===== src/rtl/spi_slave.sv =====
// spi_slave -- SPI mode-3 style slave (sck idles high; sample on rise,
// shift on fall) that oversamples the SPI pins with the system clock.
//
// Ports:
//   clk      system clock, all flops on its rising edge
//   rst      asynchronous active-high reset
//   sck      SPI clock from master (idle high)
//   ss_n     slave select, active low
//   mosi     serial data from master
//   mlb      bit order: 0 = LSB first, 1 = MSB first (latched at frame start)
//   tdat     byte to transmit, captured at frame start and each byte boundary
//   rd_ack   host acknowledge of rdata (only used with SPI_SLAVE_OVERRUN_EN)
//   miso     serial data to master (1 while idle)
//   miso_oe  miso output enable, active while selected
//   rdata    last complete received byte, valid with done and held after
//   done     one-clk pulse per completed byte
//   busy     high while shifting a byte (XFER)
//   overrun  sticky "byte completed before previous one was acknowledged"
//
// Handshake: done is a one-cycle valid with no ready; rdata is valid in the
// done cycle and stays stable until the next done. With the overrun option,
// rd_ack is the host's consume strobe for the most recent byte.
//
// Optional feature: define SPI_SLAVE_OVERRUN_EN to build the unread/overrun
// tracking. Without it rd_ack is ignored and overrun is tied low.
`timescale 1ns/1ps

module spi_slave (
  input  logic       clk,
  input  logic       rst,
  input  logic       sck,
  input  logic       ss_n,
  input  logic       mosi,
  input  logic       mlb,
  input  logic [7:0] tdat,
  input  logic       rd_ack,
  output logic       miso,
  output logic       miso_oe,
  output logic [7:0] rdata,
  output logic       done,
  output logic       busy,
  output logic       overrun
);

  typedef enum logic [1:0] {
    IDLE = 2'd0,
    XFER = 2'd1,
    DONE = 2'd2
  } state_t;

  // Synchronizers plus one "previous" stage each for sck and ss_n.
  logic sck_s1_q, sck_s2_q, sck_p_q;
  logic ss_s1_q,  ss_s2_q,  ss_p_q;
  logic mosi_s1_q, mosi_s2_q;

  // After reset the ss_n chain comes out of its preset-high state; if the pin
  // is already low that looks like a fall. armed_q only goes high once the
  // chain has flushed and a genuine high level on ss_n has been seen.
  logic [1:0] flush_q, flush_d;
  logic       armed_q, armed_d;

  state_t     state_q, state_d;
  logic       mlb_q, mlb_d;
  logic [7:0] treg_q, treg_d;
  logic [7:0] rreg_q, rreg_d;
  logic [3:0] nbit_q, nbit_d;
  logic       miso_q, miso_d;
  logic [7:0] rdata_q, rdata_d;
  logic       done_q, done_d;
  logic       busy_q, busy_d;

  logic sck_rise, sck_fall, ss_fall, ss_rise;

  function automatic logic first_bit(input logic msb_first, input logic [7:0] b);
    return msb_first ? b[7] : b[0];
  endfunction

  assign sck_rise = sck_s2_q & ~sck_p_q;
  assign sck_fall = ~sck_s2_q & sck_p_q;
  assign ss_fall  = ~ss_s2_q & ss_p_q & armed_q;
  assign ss_rise  = ss_s2_q & ~ss_p_q;

  always_comb begin
    flush_d = (flush_q == 2'd3) ? flush_q : flush_q + 2'd1;
    armed_d = armed_q | ((flush_q == 2'd3) & ss_s2_q);

    state_d = state_q;
    mlb_d   = mlb_q;
    treg_d  = treg_q;
    rreg_d  = rreg_q;
    nbit_d  = nbit_q;
    miso_d  = miso_q;
    rdata_d = rdata_q;
    done_d  = 1'b0;

    case (state_q)
      IDLE: begin
        miso_d = 1'b1;
        if (ss_fall) begin
          state_d = XFER;
          mlb_d   = mlb;
          treg_d  = tdat;
          miso_d  = first_bit(mlb, tdat);
          nbit_d  = 4'd0;
        end
      end

      XFER: begin
        if (ss_rise) begin
          // Deselect before the 8th rise: drop the partial byte.
          state_d = IDLE;
          miso_d  = 1'b1;
          nbit_d  = 4'd0;
        end else if (sck_rise) begin
          rreg_d = mlb_q ? {rreg_q[6:0], mosi_s2_q} : {mosi_s2_q, rreg_q[7:1]};
          nbit_d = nbit_q + 4'd1;
          if (nbit_q == 4'd7) begin
            // Publish on the transition so rdata and done appear together.
            state_d = DONE;
            rdata_d = rreg_d;
            done_d  = 1'b1;
          end
        end else if (sck_fall && (nbit_q != 4'd0) && (nbit_q < 4'd8)) begin
          // The fall before the first rise must not disturb the first bit.
          if (mlb_q) begin
            treg_d = {treg_q[6:0], 1'b1};
            miso_d = treg_q[6];
          end else begin
            treg_d = {1'b1, treg_q[7:1]};
            miso_d = treg_q[1];
          end
        end
      end

      DONE: begin
        nbit_d = 4'd0;
        treg_d = tdat;
        if (!ss_s2_q) begin
          state_d = XFER;
          miso_d  = first_bit(mlb_q, tdat);
        end else begin
          state_d = IDLE;
          miso_d  = 1'b1;
        end
      end

      default: begin
        state_d = IDLE;
        miso_d  = 1'b1;
      end
    endcase

    busy_d = (state_d == XFER);
  end

  always_ff @(posedge clk or posedge rst) begin
    if (rst) begin
      sck_s1_q  <= 1'b1;
      sck_s2_q  <= 1'b1;
      sck_p_q   <= 1'b1;
      ss_s1_q   <= 1'b1;
      ss_s2_q   <= 1'b1;
      ss_p_q    <= 1'b1;
      mosi_s1_q <= 1'b0;
      mosi_s2_q <= 1'b0;
      flush_q   <= 2'd0;
      armed_q   <= 1'b0;
      state_q   <= IDLE;
      mlb_q     <= 1'b0;
      treg_q    <= 8'hFF;
      rreg_q    <= 8'hFF;
      nbit_q    <= 4'd0;
      miso_q    <= 1'b1;
      rdata_q   <= 8'h00;
      done_q    <= 1'b0;
      busy_q    <= 1'b0;
    end else begin
      sck_s1_q  <= sck;
      sck_s2_q  <= sck_s1_q;
      sck_p_q   <= sck_s2_q;
      ss_s1_q   <= ss_n;
      ss_s2_q   <= ss_s1_q;
      ss_p_q    <= ss_s2_q;
      mosi_s1_q <= mosi;
      mosi_s2_q <= mosi_s1_q;
      flush_q   <= flush_d;
      armed_q   <= armed_d;
      state_q   <= state_d;
      mlb_q     <= mlb_d;
      treg_q    <= treg_d;
      rreg_q    <= rreg_d;
      nbit_q    <= nbit_d;
      miso_q    <= miso_d;
      rdata_q   <= rdata_d;
      done_q    <= done_d;
      busy_q    <= busy_d;
    end
  end

  assign miso    = miso_q;
  assign miso_oe = ~ss_s2_q & armed_q;
  assign rdata   = rdata_q;
  assign done    = done_q;
  assign busy    = busy_q;

`ifdef SPI_SLAVE_OVERRUN_EN
  logic unread_q, unread_d;
  logic overrun_q, overrun_d;

  // done wins over rd_ack in the same cycle: the new byte is still unread.
  always_comb begin
    unread_d  = unread_q;
    overrun_d = overrun_q;
    if (rd_ack) begin
      unread_d  = 1'b0;
      overrun_d = 1'b0;
    end
    if (done_q) begin
      unread_d = 1'b1;
      if (unread_q) overrun_d = 1'b1;
    end
  end

  always_ff @(posedge clk or posedge rst) begin
    if (rst) begin
      unread_q  <= 1'b0;
      overrun_q <= 1'b0;
    end else begin
      unread_q  <= unread_d;
      overrun_q <= overrun_d;
    end
  end

  assign overrun = overrun_q;
`else
  logic unused_rd_ack;
  assign unused_rd_ack = rd_ack;
  assign overrun       = 1'b0;
`endif

endmodule


===== config.mk =====
export PLATFORM = sky130hd
export DESIGN_NAME = spi_slave
export DESIGN_NICKNAME = d
export VERILOG_FILES = /design/src/rtl/spi_slave.sv
export SDC_FILE = /design/constraint.sdc
export NUM_CORES = 1
export LEC_CHECK = 0
export ABC_AREA = 1
export CORE_MARGIN = 5
export CORE_UTILIZATION = 45
export CTS_CLUSTER_SIZE = 20
export DETAILED_ROUTE_END_ITERATION = 10
export DONT_BUFFER_PORTS = 1
export SLEW_MARGIN = 30
export SYNTH_ARGS = -nofsm -noshare
export SYNTH_HDL_FRONTEND = slang
export SYNTH_SLANG_ARGS = --single-unit

===== constraint.sdc =====
create_clock -name clk -period 1.9 [get_ports clk]
set_input_delay 0.38 -clock clk [delete_from_list [all_inputs] [get_ports clk]]
set_output_delay 0.38 -clock clk [all_outputs]
set_load 0.02 [all_outputs]

==> results.json, run 1 <==
{
  "vdd.ir_drop.worst_uv": 468,
  "tritoncts_buffers": 5,
  "clkTransAtPathRegs_ps": 80,
  "post_cts_buffers": 0,
  "seq_area_frac_synth_pct": 53.2,
  "cellLeakagePower_nw": 1.08,
  "track_usage_pct": 14.7,
  "rsz0062_at_grt": "no",
  "initial_antenna_violation_count": 0,
  "design.core.area_mm2": 0.00469,
  "initial_core_util_pct": 46.2,
  "crit_family": "simple AND/OR/NAND/NOR gates",
  "min-delay-start": "sck",
  "min_to": "sck_s1_q$_DFF_PP1_",
  "post-synth-top-area-cell": "sky130_fd_sc_hd__dfstp_2",
  "worst_slew_margin_rel_pct": 62.9,
  "min_period_ps": 1550,
  "clk_latency_ps": 280,
  "final_hold_viol_count": 0,
  "grt_pass1_wl_mm": 7.33,
  "worst-r2r-setup-slack_ps": 350,
  "maxCapViolations": 0,
  "cp_bufs_invs": 1,
  "floorplan.die_area_mm2": 0.00631,
  "cts.repair.resized": 0,
  "grt-ovfl-total": 0,
  "post-route-cell-area_mm2": 0.00231,
  "drt-pass1-iter-count": 4,
  "detailedPlace.worstSlack_ps": 357,
  "timing.setup.tns_ps": 0,
  "synth_ff_type": "sky130_fd_sc_hd__dfstp_2",
  "clk_root_buffer_cell": "sky130_fd_sc_hd__clkbuf_8",
  "dr_total_vias": 1611,
  "row_count": 25,
  "detail_route.vias_per_cell": 5.07,
  "timing.critical_path.fanout_max": 8,
  "drc": 0,
  "dpl_cell_area_mm2": 0.00222,
  "synth_area_mm2": 0.00217,
  "largest_net_degree_at_the_start_of_global_routing": 46,
  "cts-root-to-sink-buffers": 2,
  "ant_nets": 0,
  "timing.critical_path.cells": "inv_1 -> ha_1 -> nand2_1 -> nand3_1 -> o21ai_2 -> nand2_2 -> nand2_1 -> nand2_1",
  "hp-class": "input port to register",
  "period_share_pct": 81.8,
  "clock_net_sink_count": 45,
  "synthesis.yosys.warnings": 0,
  "critical_r2r_launch": "nbit_q[0]$_DFFE_PP0P_",
  "yosysMostFrequentCell": "sky130_fd_sc_hd__nand2_1",
  "yosys-top-cells-count": "80 x sky130_fd_sc_hd__nand2_1, 24 x sky130_fd_sc_hd__o21ai_1, 23 x sky130_fd_sc_hd__dfstp_2, 22 x sky130_fd_sc_hd__dfrtp_1",
  "worst-endpoint-arrival_ps": 1770,
  "power_density_mw_per_mm2": 1130,
  "antenna_cells_inserted": 0,
  "synth.top_cells.by_area": "sky130_fd_sc_hd__dfstp_2 28%, sky130_fd_sc_hd__dfrtp_1 25%, sky130_fd_sc_hd__nand2_1 14%",
  "critPathCaptureType": "register",
  "start_kind": "register",
  "worst_pin_slew_ps": 556,
  "layout.core_utilization_pct": 49.2,
  "hpwlAfterDp_mm": 2.96,
  "design.final.nets": 281,
  "power.total_mw": 2.60,
  "post-synth-top-area-fraction_pct": 27.9,
  "routed_wire_length_per_instance_um": 13.2,
  "die-height_um": 79.4,
  "detail_route.iter0.violations": 111,
  "run_status": "completed",
  "min_delay_path_depth": 0,
  "chip_width_um": 79.4,
  "critical-path-top-cell-by-count": "sky130_fd_sc_hd__nand2_1",
  "vias_in_the_first_global_route": 1587,
  "setup-violations-final": 0,
  "area_delta_synth_final_pct": 6.34,
  "critical_path.max_stage_delay_ps": 390,
  "clock_tree_from_tritoncts": "yes",
  "port-buffer-count": 0,
  "post-route-worst-setup-slack_ps": 345,
  "fmax_ghz": 0.643,
  "setup.worst_path.class": "register to register",
  "postSynthNetCount": 278,
  "num_io_pins": 28,
  "async_flop_share_pct": 100,
  "timing.reg2reg.worst_path_depth": 8,
  "number_of_synthesized_flops_with_an_enable_pin": 0,
  "cts.htree.levels": 2,
  "critPathRequiredTime_ps": 2120,
  "finalClockSkew_ps": 5.95,
  "synth_cells": 260,
  "wirelength_mm": 4.21,
  "timing_max_transition_violations_final": 0,
  "layout-drive-gt1-share_pct": 18.6,
  "cpMaxStageDelayCell": "sky130_fd_sc_hd__dfrtp_1",
  "synth-seq-cells": 45,
  "final_weighted_congestion_in_routability_driven_placement": 0.790,
  "ctsHoldBuffers": 0,
  "avgSynthCellArea_um2": 8.34,
  "rr_endpoint": "treg_q[7]$_DFFE_PP1P_",
  "synthDistinctLibCells": 28
}
## placed cells by master (no fill, tap or decap), types with 2 or more instances in the layout
cell type	instances
sky130_fd_sc_hd__nand2_1	80
sky130_fd_sc_hd__inv_1	17
sky130_fd_sc_hd__clkbuf_8	6
sky130_fd_sc_hd__nor2_1	21
sky130_fd_sc_hd__nor2_2	2
sky130_fd_sc_hd__buf_4	4
sky130_fd_sc_hd__ha_1	3
sky130_fd_sc_hd__nor2_4	2
sky130_fd_sc_hd__o211ai_1	2
sky130_fd_sc_hd__clkbuf_1	2
sky130_fd_sc_hd__o21ai_1	24
sky130_fd_sc_hd__o21ai_0	19
sky130_fd_sc_hd__nand3_1	21
sky130_fd_sc_hd__dfstp_2	23
sky130_fd_sc_hd__inv_2	5
sky130_fd_sc_hd__dfrtp_1	22
## cells by family after synthesis
family	synth area share, %
AO/OA/AOI/OAI	11.6
other	0.173
AND/OR/NAND/NOR	26.0
XOR/XNOR	0.404
flip-flops	53.2
adder cells (fa/ha/maj)	1.73
multiplexers	0.519
buffers and inverters	6.40
## through the flow
stage | std cells | hold WS (ps)
after CTS | 318 | 69.7
after floorplan | 260 | 331
final | 318 | 81.9
after detailed placement | 310 | 336
after global routing | 318 | 57.7
after global placement | 310 | 333
## final cells by class
cell class | count | area (µm²)
fill | 461 | 2380
sequential | 45 | 1150
clock buffer | 8 | 90.1
tap | 54 | 67.6
timing repair buffer | 4 | 30.0
inverter | 23 | 88.8
multi-input combinational | 184 | 876
## power breakdown
group | leakage (nW) | switching (mW) | internal [mW] | total, mW
combinational | 0.513 | 0.418 | 0.212 | 0.631
clock | 0.0455 | 0.302 | 0.297 | 0.599
sequential | 0.519 | 0.134 | 1.24 | 1.37
## routing by layer
| metal | GRT usage, % | share of wire, % |
|---|---|---|
| met5 | 0 | 0 |
| met2 | 24.0 | 47 |
| met4 | 4.12 | 0.95 |
| met1 | 19.1 | 47 |
| met3 | 4.18 | 5.4 |
## flip-flops by register name, indices dropped and copies added, names as in the netlist, 2 cells and up
name / flops
flush_q: 2
nbit_q: 4
rdata: 8
rreg_q: 8
state_q: 2
treg_q: 8
## worst max path at each step
| stage | from | to | slack (ps) | depth (start not counted) |
|---|---|---|---|---|
| detailed placement | nbit_q[0]$_DFFE_PP0P_ | rdata[4]$_DFFE_PP0P_ | 360 | 7 |
| global route | nbit_q[0]$_DFFE_PP0P_ | rdata[1]$_DFFE_PP0P_ | 150 | 7 |
| floorplan | rst | armed_q$_DFF_PP0_ | 500 | 1 |
| finish | nbit_q[0]$_DFFE_PP0P_ | treg_q[7]$_DFFE_PP1P_ | 350 | 8 |
| global placement | nbit_q[0]$_DFFE_PP0P_ | rdata[3]$_DFFE_PP0P_ | 370 | 7 |
| CTS | nbit_q[0]$_DFFE_PP0P_ | rdata[1]$_DFFE_PP0P_ | 340 | 7 |
Note: power is estimated with default switching activity, not from simulation.
==> inputs of run 2 (changes only) <==
--- a/config.mk
+++ b/config.mk
@@ -5,7 +5,7 @@
 export SDC_FILE = /design/constraint.sdc
 export NUM_CORES = 1
 export LEC_CHECK = 0
-export ABC_AREA = 1
+export ABC_AREA = 0
 export CORE_MARGIN = 5
 export CORE_UTILIZATION = 45
 export CTS_CLUSTER_SIZE = 20
==> constraint.sdc (replaced) <==
create_clock -name clk -period 1.38 [get_ports clk]
set_input_delay 0.276 -clock clk [delete_from_list [all_inputs] [get_ports clk]]
set_output_delay 0.276 -clock clk [all_outputs]
set_load 0.02 [all_outputs]
==> run 2 against run 1 <==
The flow now finishes with violations (setup timing). Maximum frequency down 4.7%. Highest routed layer unchanged. Global-route usage rose by 0.58 points. Sequential power rose by 44%.
==> results.json, run 2 <==
{
  "largest_net_degree_at_the_start_of_global_routing": 46,
  "finalClockSkew_ps": 9.06,
  "tritoncts_buffers": 5,
  "cts.htree.levels": 2,
  "power_density_mw_per_mm2": 1430,
  "worst-endpoint-arrival_ps": 1860,
  "drc": 0,
  "worstSetupPathDepth": 7,
  "detail_route.iter0.violations": 75,
  "final_hold_viol_count": 0,
  "async_flop_share_pct": 100,
  "initial_antenna_violation_count": 0,
  "critPathRequiredTime_ps": 1610,
  "final_common_cell": "sky130_fd_sc_hd__buf_4",
  "seq_area_frac_synth_pct": 53.3,
  "vias_in_the_first_global_route": 1627,
  "antenna_cells_inserted": 0,
  "clk_latency_ps": 300,
  "timing.critical_path.cells": "inv_2 -> ha_4 -> and2b_2 -> o41ai_4 -> buf_4 -> buf_6 -> mux2i_1",
  "drt-pass1-iter-count": 4,
  "clkTransAtPathRegs_ps": 90,
  "grt-ovfl-total": 0,
  "maxCapViolations": 0,
  "rsz0062_at_grt": "yes",
  "port-buffer-count": 0,
  "post-route-worst-setup-slack_ps": -252,
  "vdd.ir_drop.worst_uv": 761,
  "number_of_synthesized_flops_with_an_enable_pin": 0,
  "floorplan.die_area_mm2": 0.00630,
  "synthDistinctLibCells": 41,
  "row_count": 25,
  "timing.critical_path.fanout_max": 4,
  "synth_area_mm2": 0.00217,
  "period_share_pct": 118,
  "chip_width_um": 79.4,
  "clock_tree_from_tritoncts": "yes",
  "critical_path.max_stage_delay_ps": 410,
  "num_io_pins": 28,
  "wirelength_mm": 4.68,
  "violations": "setup timing",
  "crit_family": "flip-flops",
  "yosysMostFrequentCell": "sky130_fd_sc_hd__dfstp_2",
  "final_cells": 286,
  "layout-drive-gt1-share_pct": 57.8,
  "power.total_mw": 4.23,
  "post-synth-top-area-fraction_pct": 27.9,
  "dr_total_vias": 1501,
  "design.core.area_mm2": 0.00469,
  "area_delta_synth_final_pct": 36.3,
  "timing.reg2reg.worst_path_depth": 7,
  "yosys-top-cells-count": "23 x sky130_fd_sc_hd__dfstp_2, 22 x sky130_fd_sc_hd__dfrtp_1, 20 x sky130_fd_sc_hd__mux2_2, 19 x sky130_fd_sc_hd__mux2i_1, 15 x sky130_fd_sc_hd__inv_1",
  "min_delay_path_depth": 1,
  "die-height_um": 79.4,
  "final_weighted_congestion_in_routability_driven_placement": 0.788,
  "cpMaxStageDelayCell": "sky130_fd_sc_hd__dfrtp_1",
  "start_kind": "register",
  "postSynthNetCount": 196,
  "setup.worst_path.class": "register to register",
  "most-common-layout-cells": "31 x sky130_fd_sc_hd__buf_4, 23 x sky130_fd_sc_hd__dfstp_2, 21 x sky130_fd_sc_hd__dfrtp_1",
  "dpl_cell_area_mm2": 0.00249,
  "hp-class": "input port to register",
  "grt_pass1_wl_mm": 7.41,
  "design.final.nets": 249,
  "clock_net_sink_count": 45,
  "place_inst": 261,
  "detail_route.vias_per_cell": 5.25,
  "post-synth-top-area-cell": "sky130_fd_sc_hd__dfstp_2",
  "timing_max_transition_violations_final": 0,
  "initial_core_util_pct": 46.2,
  "min_period_ps": 1630,
  "post-route-cell-area_mm2": 0.00295,
  "cp_bufs_invs": 3,
  "critPathCaptureType": "register",
  "synth-seq-cells": 45,
  "run_status": "finished, violations left",
  "synth_cells": 178,
  "cts-root-to-sink-buffers": 2,
  "routed_wire_length_per_instance_um": 16.4,
  "fmax_ghz": 0.613,
  "clk_root_buffer_cell": "sky130_fd_sc_hd__clkbuf_8",
  "ant_nets": 0,
  "synth_ff_type": "sky130_fd_sc_hd__dfstp_2",
  "track_usage_pct": 15.3,
  "avgSynthCellArea_um2": 12.2,
  "layout.core_utilization_pct": 62.9,
  "synth.top_cells.by_area": "sky130_fd_sc_hd__dfstp_2 28%, sky130_fd_sc_hd__dfrtp_1 25%, sky130_fd_sc_hd__mux2_2 10%",
  "synthesis.yosys.warnings": 0,
  "holdWs_ps": 121,
  "hpwlAfterDp_mm": 3.09,
  "cellLeakagePower_nw": 1.43,
  "setup-violations-final": 32
}
==> run 2: logic make-up (layout without fill, tap and decap cells) <==
family | after synthesis | in the layout | synth area share (%)
other cells | 1 | 1 | 0.173
fa+ha+maj | 3 | 3 | 1.73
mux | 41 | 41 | 20.6
xor+xnor | 1 | 1 | 0.404
simple gates | 39 | 39 | 9.87
compound gates | 26 | 26 | 8.95
buf+inv | 22 | 76 | 5.02
flops | 45 | 45 | 53.3
==> run 2: per-stage QoR <==
stage / setup TNS, ps / worst slack (ps)
final: -5480 / -252
after global routing: -7460 / -347
after CTS: -5480 / -285
after detailed placement: -6670 / -318
after global placement: -5900 / -265
after floorplan: -6700 / -429
==> run 2: worst reg2reg max path: cells and delay by family (launching register included) <==
kind	cells	cell delay (ps)
simple gates	1	220
flops	1	410
buf+inv	3	380
compound gates	1	210
mux	1	200
fa+ha+maj	1	150
==> run 2: worst paths after layout <==
| check | startpoint | endpoint | slack, ps |
|---|---|---|---|
| setup / recovery | nbit_q[1]$_DFFE_PP0P_ | treg_q[4]$_DFFE_PP1P_ | -250 |
| setup reg to reg | nbit_q[1]$_DFFE_PP0P_ | treg_q[4]$_DFFE_PP1P_ | -250 |
| max in group asynchronous | rst | sck_s2_q$_DFF_PP1_ | 640 |
| hold reg to reg | sck_s1_q$_DFF_PP1_ | sck_s2_q$_DFF_PP1_ | 360 |
| hold / removal | mlb | mlb_q$_DFFE_PP0P_ | 120 |
| min in group asynchronous | rst | rdata[4]$_DFFE_PP0P_ | 470 |
==> run 2: repair_timing <==
item / in CTS / in global routing
gates resized for setup: 34 / 24
endpoints found under the hold margin: 25 / 0
pin swaps: 9 / 7
setup buffers: 16 / 8
hold buffers: 4 / 0
endpoints found under the setup margin: 35 / 35
==> run 2: routing by layer <==
metal / vias up / routed length, µm / part of all wire (%) / global-route usage, %
li1: 719 / - / - / -
met1: 746 / 2000 / 43 / 17.5
met2: 29 / 2420 / 52 / 26.3
met3: 7 / 207 / 4.4 / 5.19
met4: 0 / 53 / 1.1 / 5.67
met5: - / 0 / 0 / 0
==> run 2: power by group <==
part | leakage [nW] | internal [mW] | total [mW] | switching (mW)
sequential | 0.520 | 1.73 | 1.97 | 0.244
clock | 0.0445 | 0.359 | 0.817 | 0.458
combinational | 0.867 | 0.824 | 1.44 | 0.617
total | 1.43 | 2.91 | 4.23 | 1.32
==> run 2: final cells by class <==
| class | instances | area, µm² |
|---|---|---|
| Timing Repair Buffer | 53 | 484 |
| Inverter | 15 | 56.3 |
| Tap cell | 54 | 67.6 |
| Sequential cell | 45 | 1160 |
| Clock buffer | 5 | 68.8 |
| Clock inverter | 3 | 21.3 |
| Multi-Input combinational cell | 111 | 1100 |
| Fill cell | 355 | 1740 |
==> inputs of run 3 (changes only) <==
==> constraint.sdc (replaced) <==
create_clock -name clk -period 1.38 [get_ports clk]
set_input_delay 0.138 -clock clk [delete_from_list [all_inputs] [get_ports clk]]
set_output_delay 0.138 -clock clk [all_outputs]
set_load 0.02 [all_outputs]
==> run 3 against run 2 <==
The flow still finishes with violations (setup timing). Largest power group unchanged. Non-clock buffer count shrank 10. Die area is the same. Utilization shrank 1.5 points. Global-route usage grew 0.46 points. Sequential share of layout area grew 1.0 points.
==> results.json, run 3 (same netlist as run 2, synthesis figures left out) <==
{
  "timing.setup.tns_ps": -4920,
  "cts-root-to-sink-buffers": 2,
  "final_hold_viol_count": 0,
  "tritoncts_buffers": 5,
  "rsz0062_at_grt": "yes",
  "drc": 0,
  "cellLeakagePower_nw": 1.37,
  "maxCapViolations": 0,
  "timing.reg2reg.worst_path_depth": 6,
  "power_density_mw_per_mm2": 1500,
  "antenna_cells_inserted": 0,
  "area_delta_synth_final_pct": 33.0,
  "run_status": "finished, violations left",
  "vias_in_the_first_global_route": 1649,
  "floorplan.die_area_mm2": 0.00630,
  "timing.critical_path.cells": "or2b_4 -> nand2_4 -> o41ai_4 -> buf_4 -> buf_6 -> mux2i_2",
  "timing.critical_path.fanout_max": 4,
  "initial_core_util_pct": 46.2,
  "track_usage_pct": 15.7,
  "port-buffer-count": 0,
  "setup.worst_path.class": "register to register",
  "initial_antenna_violation_count": 0,
  "min_period_ps": 1620,
  "period_share_pct": 117,
  "detail_route.iter0.violations": 45,
  "row_count": 25,
  "chip_width_um": 79.4,
  "post-route-worst-setup-slack_ps": -238,
  "clk_root_buffer_cell": "sky130_fd_sc_hd__clkbuf_8",
  "gr-usage-met3_pct": 4.29,
  "dr_total_vias": 1468,
  "layout.core_utilization_pct": 61.4,
  "clock_net_sink_count": 45,
  "fmax_ghz": 0.618,
  "setup-violations-final": 30,
  "critical_path.max_stage_delay_ps": 550,
  "largest_net_degree_at_the_start_of_global_routing": 46,
  "critPathRequiredTime_ps": 1610,
  "final_weighted_congestion_in_routability_driven_placement": 0.761,
  "most-common-layout-cells": "29 x sky130_fd_sc_hd__buf_4, 23 x sky130_fd_sc_hd__dfstp_2, 20 x sky130_fd_sc_hd__dfrtp_1",
  "finalClockSkew_ps": 13.6,
  "worst-endpoint-arrival_ps": 1850,
  "die-height_um": 79.4,
  "timing_max_transition_violations_final": 0,
  "num_io_pins": 28,
  "detail_route.vias_per_cell": 5.32,
  "final_common_cell": "sky130_fd_sc_hd__buf_4",
  "clock_tree_from_tritoncts": "yes",
  "most_congested_layer_reported_by_global_routing": "met2",
  "power.total_mw": 4.34,
  "ant_nets": 0,
  "cts.htree.levels": 2,
  "vdd.ir_drop.worst_uv": 717,
  "layout-drive-gt1-share_pct": 57.2,
  "critPathCaptureType": "register",
  "design.core.area_mm2": 0.00469,
  "grt_pass1_wl_mm": 7.76,
  "grt-ovfl-total": 0,
  "violations": "setup timing",
  "start_kind": "register",
  "min_delay_path_depth": 2,
  "design.final.nets": 239,
  "hpwlAfterDp_mm": 3.13,
  "cpMaxStageDelayCell": "sky130_fd_sc_hd__dfstp_2",
  "drt-pass1-iter-count": 4,
  "hp-class": "input port to register",
  "clk_latency_ps": 300,
  "globalRouteMet1Util_pct": 18.2,
  "wirelength_mm": 4.50,
  "detailedPlace.worstSlack_ps": -315,
  "use_met2_pct": 28.3,
  "routed_wire_length_per_instance_um": 16.3,
  "clkTransAtPathRegs_ps": 90
}
## run 3: layout make-up
cell class | instances | area, µm²
clock buffers | 7 | 86.3
clock inverters | 1 | 30.0
fillers | 373 | 1810
inverters | 15 | 56.3
multi-input cells | 111 | 1110
flip-flops and latches | 45 | 1160
well taps | 54 | 67.6
repair buffers | 43 | 378
## run 3: power by group
| part | internal, mW | leakage [nW] | switching, mW |
|---|---|---|---|
| combinational | 0.738 | 0.789 | 0.600 |
| sequential | 1.73 | 0.519 | 0.241 |
| clock | 0.591 | 0.0585 | 0.435 |
| total | 3.06 | 1.37 | 1.28 |
## run 3: final timing paths
kind | slack [ps] | to | start
worst max-delay path | -240 | treg_q[3]$_DFFE_PP1P_ | ss_p_q$_DFF_PP1_
worst min-delay path | 20 | treg_q[6]$_DFFE_PP1P_ | tdat[6]
worst max register to register | -240 | treg_q[3]$_DFFE_PP1P_ | ss_p_q$_DFF_PP1_
worst min register to register | 360 | sck_s2_q$_DFF_PP1_ | sck_s1_q$_DFF_PP1_
max in group asynchronous | 770 | sck_s2_q$_DFF_PP1_ | rst
min in group asynchronous | 350 | rdata[5]$_DFFE_PP0P_ | rst
## run 3: layer usage
metal / wire length (µm) / vias to the layer above / share of wire, %
met4: 36 / 0 / 0.80
met5: 0 / - / 0
met3: 209 / 4 / 4.6
met2: 2420 / 27 / 54
li1: - / 704 / -
met1: 1840 / 733 / 41
## run 3: through the flow
| stage | hold slack (ps) | cell area, µm² | instances |
|---|---|---|---|
| 5_1_grt | 33.5 | 2880 | 276 |
| 6_report | 18.2 | 2880 | 276 |
| 4_1_cts | 19.0 | 2810 | 274 |
| 2_1_floorplan | 142 | 2200 | 178 |
| 3_3_place_gp | 112 | 2460 | 257 |
| 3_5_place_dp | 123 | 2460 | 257 |
## run 3: repair_timing
item                                    CTS  global route
endpoints found under the setup margin   34            34
hold buffers                              5             0
gates resized for setup                  39            14
setup buffers                             6             5
pin swaps                                12             8
hold endpoints to repair                 26             0
## run 3: worst max-delay path: cells and delay by family, from the launching register on
family / cells / cell delay [ps]
AOI/OAI and AO/OA: 1 / 300
DFF: 1 / 550
muxes: 1 / 190
and+or+nand+nor: 2 / 200
buffers and inverters: 2 / 310
